==> config.mk <==
export PLATFORM = sky130hd
export DESIGN_NAME = apb_bridge_nport
export DESIGN_NICKNAME = d
export VERILOG_FILES = /design/src/rtl/apb_bridge_nport_pkg.sv /design/src/rtl/apb_addr_decode.sv /design/src/rtl/apb_bridge_nport.sv
export SDC_FILE = /design/constraint.sdc
export NUM_CORES = 1
export LEC_CHECK = 0
export BUFFER_PORTS_ARGS = -buffer_cell sky130_fd_sc_hd__buf_2
export CORE_MARGIN = 10
export CORE_UTILIZATION = 42
export CTS_CLUSTER_SIZE = 14
export DETAILED_ROUTE_END_ITERATION = 10
export GPL_ROUTABILITY_DRIVEN = 0
export PLACE_DENSITY = 0.77
export SLEW_MARGIN = 25
export SYNTH_ARGS = -nofsm -noshare
export SYNTH_HDL_FRONTEND = slang
export SYNTH_SLANG_ARGS = --single-unit
==> constraint.sdc <==
create_clock -name clk -period 3.1 [get_ports clk]
set_clock_uncertainty 0.15 [all_clocks]
set_input_delay 0.62 -clock clk [delete_from_list [all_inputs] [get_ports clk]]
set_output_delay 0.62 -clock clk [all_outputs]
set_load 0.05 [all_outputs]
==> src/rtl/apb_bridge_nport_pkg.sv <==
// Shared types and helpers for the N-port registered APB bridge.
package apb_bridge_nport_pkg;

    typedef enum logic [1:0] {
        IDLE,
        SETUP,
        ACCESS,
        RESP
    } state_t;

    localparam int TO_W = 16;

    function automatic int idx_width(input int n);
        return (n > 1) ? $clog2(n) : 1;
    endfunction

endpackage

==> src/rtl/apb_addr_decode.sv <==
// Combinational port decoder: index, hit and one-hot select from the
// upper address bits.
module apb_addr_decode
    import apb_bridge_nport_pkg::*;
#(
    parameter int AW    = 32,
    parameter int N_SLV = 4,
    parameter int IDXW  = idx_width(N_SLV)
) (
    input  logic [AW-1:0]    i_paddr,
    output logic [IDXW-1:0]  o_idx,
    output logic             o_hit,
    output logic [N_SLV-1:0] o_sel
);

    localparam logic [IDXW:0] NS = (IDXW+1)'(N_SLV);

    logic w_unused;

    assign w_unused = ^i_paddr[AW-IDXW-1:0];
    assign o_idx    = i_paddr[AW-1 -: IDXW];
    assign o_hit    = ({1'b0, o_idx} < NS);

    always_comb begin
        o_sel = '0;
        for (int i = 0; i < N_SLV; i++) begin
            o_sel[i] = o_hit && (o_idx == IDXW'(i));
        end
    end

endmodule

==> src/rtl/apb_bridge_nport.sv <==
// Registered APB bridge, one completer to N_SLV requesters, with decode-miss
// and ACCESS timeout errors. Optional byte strobes: APB_BRIDGE_PSTRB_EN.
module apb_bridge_nport
    import apb_bridge_nport_pkg::*;
#(
    parameter int AW      = 32,
    parameter int DW      = 32,
    parameter int N_SLV   = 4,
    parameter int IDXW    = idx_width(N_SLV),
    parameter int TIMEOUT = 255
) (
    input  logic                clk,
    input  logic                rst,
    input  logic                s_psel,
    input  logic                s_penable,
    input  logic                s_pwrite,
    input  logic [AW-1:0]       s_paddr,
    input  logic [DW-1:0]       s_pwdata,
    output logic [DW-1:0]       s_prdata,
    output logic                s_pready,
    output logic                s_pslverr,
`ifdef APB_BRIDGE_PSTRB_EN
    input  logic [DW/8-1:0]     s_pstrb,
    output logic [DW/8-1:0]     m_pstrb,
`endif
    output logic [N_SLV-1:0]    m_psel,
    output logic                m_penable,
    output logic                m_pwrite,
    output logic [AW-1:0]       m_paddr,
    output logic [DW-1:0]       m_pwdata,
    input  logic [N_SLV*DW-1:0] m_prdata,
    input  logic [N_SLV-1:0]    m_pready,
    input  logic [N_SLV-1:0]    m_pslverr
);

    state_t            r_state;
    state_t            w_state_nxt;
    logic              r_write;
    logic [AW-1:0]     r_addr;
    logic [DW-1:0]     r_wdata;
    logic [IDXW-1:0]   r_idx;
    logic [N_SLV-1:0]  r_sel;
    logic [DW-1:0]     r_rdata;
    logic              r_err;
    logic [TO_W-1:0]   r_cnt;
`ifdef APB_BRIDGE_PSTRB_EN
    logic [DW/8-1:0]   r_strb;
`endif

    logic [IDXW-1:0]   w_idx;
    logic              w_hit;
    logic [N_SLV-1:0]  w_sel;
    logic              w_start;
    logic              w_active;
    logic              w_rdy;
    logic              w_slverr;
    logic [DW-1:0]     w_prdata;
    logic [TO_W:0]     w_cnt_inc;
    logic              w_timeout;

    apb_addr_decode #(
        .AW    (AW),
        .N_SLV (N_SLV),
        .IDXW  (IDXW)
    ) u_dec (
        .i_paddr (s_paddr),
        .o_idx   (w_idx),
        .o_hit   (w_hit),
        .o_sel   (w_sel)
    );

    assign w_start   = s_psel && !s_penable;
    assign w_rdy     = |(m_pready & r_sel);
    assign w_slverr  = |(m_pslverr & r_sel);
    assign w_prdata  = m_prdata[int'(r_idx)*DW +: DW];
    assign w_cnt_inc = {1'b0, r_cnt} + 1'b1;
    // Compare against the post-increment count so ACCESS lasts TIMEOUT cycles.
    assign w_timeout = (TIMEOUT != 0) &&
                       (w_cnt_inc >= (TO_W+1)'(TIMEOUT));

    always_comb begin
        w_state_nxt = r_state;
        unique case (r_state)
            IDLE:    if (w_start) w_state_nxt = w_hit ? SETUP : RESP;
            SETUP:   w_state_nxt = ACCESS;
            ACCESS:  if (w_rdy || w_timeout) w_state_nxt = RESP;
            RESP:    w_state_nxt = IDLE;
            default: w_state_nxt = IDLE;
        endcase
    end

    always_comb begin
        w_active  = (r_state == SETUP) || (r_state == ACCESS);
        m_psel    = w_active ? r_sel : '0;
        m_penable = (r_state == ACCESS);
        m_pwrite  = w_active && r_write;
        m_paddr   = w_active ? r_addr : '0;
        m_pwdata  = w_active ? r_wdata : '0;
        s_pready  = (r_state == RESP);
        s_prdata  = s_pready ? r_rdata : '0;
        s_pslverr = s_pready && r_err;
`ifdef APB_BRIDGE_PSTRB_EN
        m_pstrb   = (w_active && r_write) ? r_strb : '0;
`endif
    end

    always_ff @(posedge clk) begin
        if (rst) begin
            r_state <= IDLE;
            r_write <= 1'b0;
            r_addr  <= '0;
            r_wdata <= '0;
            r_idx   <= '0;
            r_sel   <= '0;
            r_rdata <= '0;
            r_err   <= 1'b0;
            r_cnt   <= '0;
`ifdef APB_BRIDGE_PSTRB_EN
            r_strb  <= '0;
`endif
        end else begin
            r_state <= w_state_nxt;
            unique case (r_state)
                IDLE: begin
                    if (w_start) begin
                        r_write <= s_pwrite;
                        r_addr  <= s_paddr;
                        r_wdata <= s_pwdata;
                        r_idx   <= w_idx;
                        r_sel   <= w_sel;
                        r_rdata <= '0;
                        r_err   <= !w_hit;
                        r_cnt   <= '0;
`ifdef APB_BRIDGE_PSTRB_EN
                        r_strb  <= s_pstrb;
`endif
                    end
                end
                ACCESS: begin
                    if (r_cnt != {TO_W{1'b1}}) r_cnt <= r_cnt + 1'b1;
                    if (w_rdy) begin
                        r_rdata <= r_write ? '0 : w_prdata;
                        r_err   <= w_slverr;
                    end else if (w_timeout) begin
                        r_rdata <= '0;
                        r_err   <= 1'b1;
                    end
                end
                default: ;
            endcase
        end
    end

endmodule

==> key figures, run 1 <==
Route
  • Number of vias per cell: 5.06
  • DRT iter0 DRCs: 298
  • TritonRoute pass-1 iters: 5
  • Total wire length: 21200 um
  • Total number of vias: 6432
  • DRC viols: 0
  • Drt wl/cell: 16.7 um
  • Remaining antenna violation count: 0

Setup path
  • CP startpoint kind: register
  • CP startpoint: r_cnt[1]
  • Crit. End Element: register
  • Slowest cell delay on critical path: 0.64 ns
  • CP Data Required Time: 3.29 ns
  • Slowest cell on crit path: or4_1
  • Arrival time worst endpoint: 3.01 ns
  • Reg2reg start: r_cnt[1]
  • Crit Path Max Fanout: 33
  • Crit-path cells: ha_2, nand3_1, or4_1, xnor2_1, a211oi_1, buf_4, a41oi_4, buf_6, o21ai_0
  • CP Class: register to register

CTS
  • Clock transition at path regs: 0.06 ns
  • # Post-CTS Setup Buffers: 0
  • # resized after CTS: 0
  • Clk root buf: clkbuf_16
  • CTS H-tree lvls: 4
  • TritonCTS clock tree: built
  • Clock Tree Buf Depth: 2
  • Clock sinks: 120
  • Hold_buf cts: 0
  • TritonCTS Buffers: 17
  • Clk_lat worst skew: 0.41 ns

Synthesis
  • Cell Area, Synth: 6400 um^2
  • Most common library cells after synthesis: nand2_1 (183), dfxtp_1 (120), and2_1 (105)
  • Register bit total from synthesis: 120
  • Register area share after synthesis: 37.5%
  • Top-count cell post-synth: nand2_1
  • Unique masters post-synth: 55
  • Yosys warns: 0
  • Synth async-reset ratio: 0%
  • Post-synth EDFFs: 0
  • Most area-hungry cell type in the Yosys netlist: dfxtp_1
  • Avg Cell Area, Syn: 8.21 um^2
  • Main synth FF type: dfxtp_1
  • Top-area cell type share of the netlist area: 37.5%
  • Leading post-synthesis cells by cell area: dfxtp_1 (38%), mux4_2 (11%), nand2_1 (11%)
  • Net Count, Synth: 990
  • Post-Synthesis Cells: 780

Die
  • DIE WIDTH: 143 um
  • Starting Density: 42.4%
  • Num ports: 309
  • Core area: 15100 um^2
  • Die height: 143 um
  • FP Rows: 45
  • Die area: 20600 um^2

Global routing
  • GR Overflow Total: 0
  • Gr usage total: 19.3%
  • First-pass GRT wire length: 32000 um
  • Pin count of the biggest net entering global routing: 86
  • Antenna violations before repair: 3
  • Vias in the first global route: 6312

Min path
  • Hold WC Path Type: input port to register
  • Hold Startpoint: s_paddr[25]

Final layout
  • FF+latch area: 2400 um^2
  • Fillers: 1400
  • Syn-to-layout area delta: 35.4%
  • Area of the multi-input gates: 3610 um^2
  • Share of layout cells above drive strength 1: 40.4%
  • Layout net count: 1277
  • Final Cell Area: 8670 um^2

Place
  • Detail Placement HPWL: 16000 um
  • I/O Buffers: 308
  • Pre-CTS setup slack: 0.0956 ns
  • Post-DP Area: 8100 um^2

STA
  • Endpoints failing setup: 0
  • Max Slew Vio Count: 0
  • Fmax: 355 MHz
  • Min cycle time layout: 2.82 ns
  • Final worst-path cycle share: 90.9%
  • Worst Hold Slack: 0.290 ns
  • Final setup margin: 0.281 ns
  • Relative slew margins: 39.0%
  • Tightest Pin Transition: 0.914 ns
  • Sum of negative setup slack: 0 ns
  • Final Hold Fails: 0
  • RSZ-0062 raised after global routing: false

Power and ir drop
  • PwrDens: 489 nW/um^2
  • Leak pwr: 3.84 nW
  • Maximum vdd drop: 0.456 mV

Status
  • Status: finished clean

Job
  • Maxcap violations: 0
[layout make-up]
class	instances	area share (%)
timing repair buffer	326	19.7
inverter	41	1.78
antenna	2	0.0577
sequential	120	27.7
tap	188	2.71
clock inverter	13	1.39
clock buffer	19	4.99
multi-input combinational	561	41.6
[cell families (layout without fill, tap and decap cells)]
kind of cell    Yosys count  in the layout  synth area share, %
compound gates          151            151                 15.0
xor+xnor                  7              7                 1.08
buf+inv                  99            399                 6.27
mux                      33             33                 11.4
flops                   120            120                 37.5
fa+ha+maj                 5              5                0.977
other cells               0              2                    0
simple gates            365            365                 27.7
[flip-flops by register name (all words and copies together) (netlist names)]
signal   cells
r_err        1
r_cnt       16
r_rdata     32
r_state      2
r_write      1
r_addr      32
r_sel        4
r_wdata     32
[where the power goes]
| group | internal [mW] | leakage, nW | switching (mW) | total, mW |
|---|---|---|---|---|
| clock network | 1.11 | 0.265 | 0.745 | 1.85 |
| registers | 1.60 | 0.975 | 0.0348 | 1.64 |
| logic | 0.296 | 2.60 | 0.450 | 0.746 |
| total | 3.01 | 3.84 | 1.23 | 4.24 |
[per-stage QoR]
step | util (%) | power (mW) | std cells
2_1_floorplan | - | 2.14 | 780
3_3_place_gp | 53.7 | 2.41 | 1236
3_5_place_dp | 53.7 | 2.42 | 1236
4_1_cts | 57.4 | 4.28 | 1268
5_1_grt | 57.4 | 4.42 | 1269
6_report | 57.4 | 4.24 | 1270
[path summary, 6_finish.rpt]
| check | end | slack, ns | cells past startpoint |
|---|---|---|---|
| setup reg to reg | r_rdata[6] | 0.28 | 9 |
| setup / recovery | r_rdata[6] | 0.28 | 9 |
| hold / removal | r_addr[25] | 0.29 | 3 |
| hold reg to reg | r_wdata[12] | 0.30 | 2 |
[per-layer routing]
metal	global-route usage, %	wire [um]	share of wire, %
met1	21.4	8120	38
met2	32.6	10600	50
met3	8.45	2150	10
met4	6.18	376	1.8
met5	0	13	0.061
[cell usage in the layout, fill, tap and decap left out, types with 4 or more instances in the layout]
master / Yosys / final
buf_4: 0 / 15
or4_1: 4 / 4
and2_1: 105 / 105
inv_1: 41 / 41
a21oi_1: 89 / 89
nand2_1: 183 / 183
nand3_1: 11 / 11
mux4_2: 32 / 32
clkbuf_16: 0 / 17
a22oi_1: 4 / 4
inv_6: 0 / 4
o21ai_0: 11 / 11
o21ai_2: 29 / 29
dfxtp_1: 120 / 118
nor2_1: 25 / 23
ha_1: 5 / 4
buf_2: 5 / 308
nor3_1: 10 / 10
nand4_1: 5 / 5
[worst max-delay path, delay by kind of cell, from the launching register on]
kind                       cells  cell delay [ns]
buffers and inverters          2             0.44
xor gates and xnor gates       1             0.16
and+or+nand+nor                2             0.83
adders and majority gates      1             0.25
DFF                            1             0.38
AOI/OAI and AO/OA              3             0.52
Note: power is estimated with default switching activity, not from simulation.
==> run 2, diff against run 1 <==
- CORE_ASPECT_RATIO: not set -> 1.1
==> key figures, run 2 (synthesis results as in run 1) <==
Final layout
  • Most frequent cells in the layout: buf_2 (308), nand2_1 (183), dfxtp_1 (119), and2_1 (105), a21oi_1 (89)
  • Final core area utilization: 58.0%
  • Biggest regs: r_addr (32), r_rdata (32), r_wdata (32)
  • Syn-to-layout area delta: 35.9%
  • Area of the multi-input gates: 3610 um^2
  • Layout net count: 1277
  • Most common cell after layout, fill and taps aside: buf_2
  • Share of layout cells above drive strength 1: 40.2%
  • FF+latch area: 2400 um^2
  • Non-Filler Instances: 1277
  • Fillers: 1349
  • Final Cell Area: 8700 um^2

CTS
  • Clock sinks: 120
  • Clk_lat worst skew: 0.41 ns
  • CTS H-tree lvls: 4
  • Clk root buf: clkbuf_16
  • TritonCTS Buffers: 17
  • Hold_buf cts: 0
  • Clock transition at path regs: 0.06 ns
  • TritonCTS clock tree: built
  • # Post-CTS Setup Buffers: 0
  • Clock Tree Buf Depth: 2

Setup path
  • Reg2reg end: r_rdata[7]
  • Slowest cell delay on critical path: 0.64 ns
  • Crit. End Element: register
  • CP Data Required Time: 3.23 ns
  • Reg2reg start: r_cnt[1]
  • WP buf/inv: 2
  • Slowest cell on crit path: or4_1
  • Reg-to-reg setup timing slack: 0.21 ns
  • Crit Path Max Fanout: 33
  • CP startpoint kind: register
  • CP top delay family: simple AND/OR/NAND/NOR gates
  • CP Class: register to register
  • Arrival time worst endpoint: 3.03 ns
  • Crit-path cells: ha_1, nand3_1, or4_1, xnor2_1, a211oi_1, buf_4, a41oi_4, buf_6, o21ai_0
  • Worst r2r path cells: 9

Die
  • FP Rows: 47
  • Die height: 149 um
  • DIE WIDTH: 138 um
  • Core area: 15000 um^2
  • Starting Density: 42.7%
  • Num ports: 309
  • Die area: 20600 um^2

Power and ir drop
  • Seq pwr share: 38.0%
  • Leak pwr: 3.85 nW
  • Logic pwr share: 17.3%
  • Maximum vdd drop: 0.371 mV
  • Tot Pwr: 4.32 mW
  • Sw frac: 27.6%
  • Clock share of power: 44.7%
  • P_int: 3.12 mW
  • PwrDens: 496 nW/um^2
  • Sw Pwr: 1.19 mW

Route
  • Total number of vias: 6392
  • TritonRoute pass-1 iters: 5
  • M1 WL: 7770 um
  • Remaining antenna violation count: 0
  • Drt wl/cell: 16.6 um
  • Total wire length: 21300 um
  • Uppermost layer routed: met5
  • Met3 WL post-DR: 2540 um
  • Met2 routed WL: 10500 um
  • Number of vias per cell: 5.01
  • DRT iter0 DRCs: 428
  • DRC viols: 0

Global routing
  • Vias in the first global route: 6353
  • Gr usage total: 19.7%
  • First-pass GRT wire length: 32400 um
  • GR Overflow Total: 0
  • Antenna violations before repair: 2
  • Pin count of the biggest net entering global routing: 77

Place
  • Detail Placement HPWL: 16000 um
  • Pre-CTS setup slack: 0.105 ns
  • I/O Buffers: 308
  • Post-DP Area: 8110 um^2
  • Dpl cells: 1244

Min path
  • Hold Startpoint: s_paddr[2]
  • Hold endpoint: r_addr[2]
  • Hold WC Path Type: input port to register
  • Worst Hold Path Cells: 3

STA
  • Final worst-path cycle share: 93.4%
  • Final Hold Fails: 0
  • Tightest Pin Transition: 0.825 ns
  • Worst Hold Slack: 0.292 ns
  • Endpoints failing setup: 0
  • Sum of negative setup slack: 0 ns
  • Min cycle time layout: 2.89 ns
  • RSZ-0062 raised after global routing: false
  • Final setup margin: 0.206 ns
  • Relative slew margins: 45.0%
  • Max Slew Vio Count: 0
  • Fmax: 345 MHz

Status
  • Status: finished clean

Job
  • Maxcap violations: 0
-- run 2: changes by cell type in the layout (fill, tap and decap cells not counted), sizes merged --
| cell | before | now |
|---|---|---|
| bufinv | 1 | 2 |
| clkbuf | 19 | 21 |
| clkinv | 5 | 4 |
| clkinvlp | 3 | 4 |
| diode | 2 | 1 |
| inv | 45 | 42 |
-- run 2: worst max path at each step --
stage | depth (start not counted) | start | end
after floorplan | 8 | r_cnt[0] | r_err
after global placement | 9 | r_cnt[1] | r_rdata[6]
after detailed placement | 9 | r_cnt[1] | r_rdata[7]
after CTS | 9 | r_cnt[1] | r_rdata[7]
after global routing | 9 | r_cnt[1] | r_rdata[7]
final | 9 | r_cnt[1] | r_rdata[7]
-- run 2: area by class of cell --
cell class | instances | share of cell area [%]
antenna | 1 | 0.0288
clock buffer | 21 | 5.29
clock inverter | 11 | 1.41
inverter | 41 | 1.77
multi-input combinational | 561 | 41.5
sequential | 120 | 27.6
tap | 196 | 2.82
timing repair buffer | 326 | 19.6
-- run 2: timing repair --
| item | CTS | global route |
|---|---|---|
| hold endpoints to repair | 0 | 0 |
| gates resized for setup | 0 | 1 |
| endpoints found under the setup margin | 0 | 9 |
-- run 2: power groups by stage --
stage / Clock (mW) / Combinational [mW] / Sequential, mW
floorplan: 0 / 0.488 / 1.66
global placement: 0 / 0.745 / 1.67
detailed placement: 0 / 0.753 / 1.67
CTS: 1.98 / 0.754 / 1.64
global route: 2.05 / 0.819 / 1.65
finish: 1.93 / 0.748 / 1.64
-- run 2: tightest hold or removal path, stage by stage --
cell	delay, ns
buf_2	0.09
nand2_1	0.04
a21oi_1	0.05
-- run 2: routing by layer --
| layer | vias to the layer above | track usage [%] |
|---|---|---|
| met1 | 2918 | 20.9 |
| met5 | - | 0 |
| met2 | 259 | 33.6 |
| met3 | 32 | 8.82 |
| met4 | 2 | 7.20 |
| li1 | 3181 | - |
==> run 3, diff against run 2 <==
- REMOVE_ABC_BUFFERS: not set -> 1
==> key figures, run 3 (synthesis results as in run 1) <==
Die
  • DIE WIDTH: 138 um
  • Starting Density: 42.7%
  • Die area: 20600 um^2
  • Num ports: 309
  • Die height: 149 um
  • Core area: 15000 um^2
  • FP Rows: 47

STA
  • Worst Hold Slack: 0.297 ns
  • Relative slew margins: 49.2%
  • Min cycle time layout: 2.87 ns
  • Endpoints failing setup: 0
  • Max Slew Vio Count: 0
  • Fmax: 349 MHz
  • RSZ-0062 raised after global routing: false
  • Final Hold Fails: 0
  • Final worst-path cycle share: 92.6%
  • Tightest Pin Transition: 0.761 ns

CTS
  • Clock sinks: 120
  • TritonCTS Buffers: 17
  • Clock Tree Buf Depth: 2
  • Clock transition at path regs: 0.06 ns
  • # Post-CTS Setup Buffers: 0
  • Hold_buf cts: 0
  • Clk root buf: clkbuf_16
  • CTS H-tree lvls: 4
  • Clk_lat worst skew: 0.40 ns
  • TritonCTS clock tree: built

Power and ir drop
  • Maximum vdd drop: 0.334 mV
  • Leak pwr: 3.85 nW
  • PwrDens: 487 nW/um^2
  • Tot Pwr: 4.24 mW

Final layout
  • Final core area utilization: 58.0%
  • Share of layout cells above drive strength 1: 40.4%
  • Biggest regs: r_addr (32), r_rdata (32), r_wdata (32)
  • FF+latch area: 2400 um^2
  • Fillers: 1383
  • Most frequent cells in the layout: buf_2 (308), nand2_1 (183), dfxtp_1 (119), and2_1 (105), a21oi_1 (89)
  • Syn-to-layout area delta: 36.0%
  • Most common cell after layout, fill and taps aside: buf_2
  • Final Cell Area: 8700 um^2
  • Area of the multi-input gates: 3610 um^2
  • Layout net count: 1278
  • Non-Filler Instances: 1280

Route
  • Drt wl/cell: 17.0 um
  • Number of vias per cell: 5.07
  • DRT iter0 DRCs: 315
  • DRC viols: 0
  • Remaining antenna violation count: 0
  • Total wire length: 21800 um
  • TritonRoute pass-1 iters: 5
  • Total number of vias: 6486

Setup path
  • Crit. End Element: register
  • CP Data Required Time: 3.22 ns
  • CP startpoint kind: register
  • Crit Path Max Fanout: 33
  • CP Class: register to register
  • Arrival time worst endpoint: 2.99 ns

Status
  • Status: finished clean

Global routing
  • Antenna violations before repair: 5
  • Pin count of the biggest net entering global routing: 73
  • Vias in the first global route: 6497
  • Met2 Use GR: 33.3%
  • GR Overflow Total: 0
  • Met3 Use GR: 8.55%
  • Met1 Track Usage GR: 22.7%
  • First-pass GRT wire length: 33500 um
  • Most used routing layer: met2
  • Gr usage total: 20.4%

Min path
  • Hold WC Path Type: input port to register

Place
  • Post-DP Area: 8120 um^2
  • I/O Buffers: 308
  • Detail Placement HPWL: 16700 um
  • Dpl cells: 1245

Job
  • Maxcap violations: 0
run 3: final cells by class:
class | instances | area share (%)
multi-input combinational | 561 | 41.5
sequential | 120 | 27.6
timing repair buffer | 327 | 19.7
clock buffer | 21 | 5.41
tap | 196 | 2.82
inverter | 41 | 1.77
clock inverter | 10 | 1.12
antenna | 4 | 0.115
run 3: critical path, stage by stage, from the launching register on:
cell      delay (ns)
dfxtp_1         0.42
ha_1            0.27
nand3_1         0.19
or4_1           0.62
xnor2_1         0.17
a211oi_1        0.07
buf_4           0.17
a41oi_4         0.17
buf_6           0.36
o21ai_0         0.13
run 3: final timing paths:
path / startpoint / end / slack (ns) / cells after the start
max: r_cnt[1] / r_rdata[7] / 0.23 / 9
min: s_pwdata[5] / r_wdata[5] / 0.30 / 3
max reg2reg: r_cnt[1] / r_rdata[7] / 0.23 / 9
min reg2reg: r_addr[12] / r_addr[12] / 0.30 / 2
run 3: routing by layer:
metal / part of all wire [%] / up-vias
li1: - / 3185
met1: 37 / 2974
met2: 48 / 292
met3: 13 / 35
met4: 2.5 / 0
met5: 0 / -
run 3: through the flow:
stage | setup TNS [ns] | setup WS (ns)
after floorplan | -57.29 | -1.11
after global placement | 0 | 0.153
after detailed placement | 0 | 0.116
after CTS | 0 | 0.0933
after global routing | 0 | 0.0295
final | 0 | 0.231
run 3: what timing repair did:
action                     CTS  global route
setup endpoints to repair    0             8
gates resized for setup      0             1
hold endpoints to repair     0             0
run 3: report_power, final:
| group | leakage [nW] | internal (mW) | switching (mW) | total (mW) |
|---|---|---|---|---|
| clock network | 0.271 | 1.16 | 0.685 | 1.85 |
| registers | 0.974 | 1.60 | 0.0344 | 1.64 |
| logic | 2.61 | 0.300 | 0.452 | 0.753 |
| total | 3.85 | 3.07 | 1.17 | 4.24 |
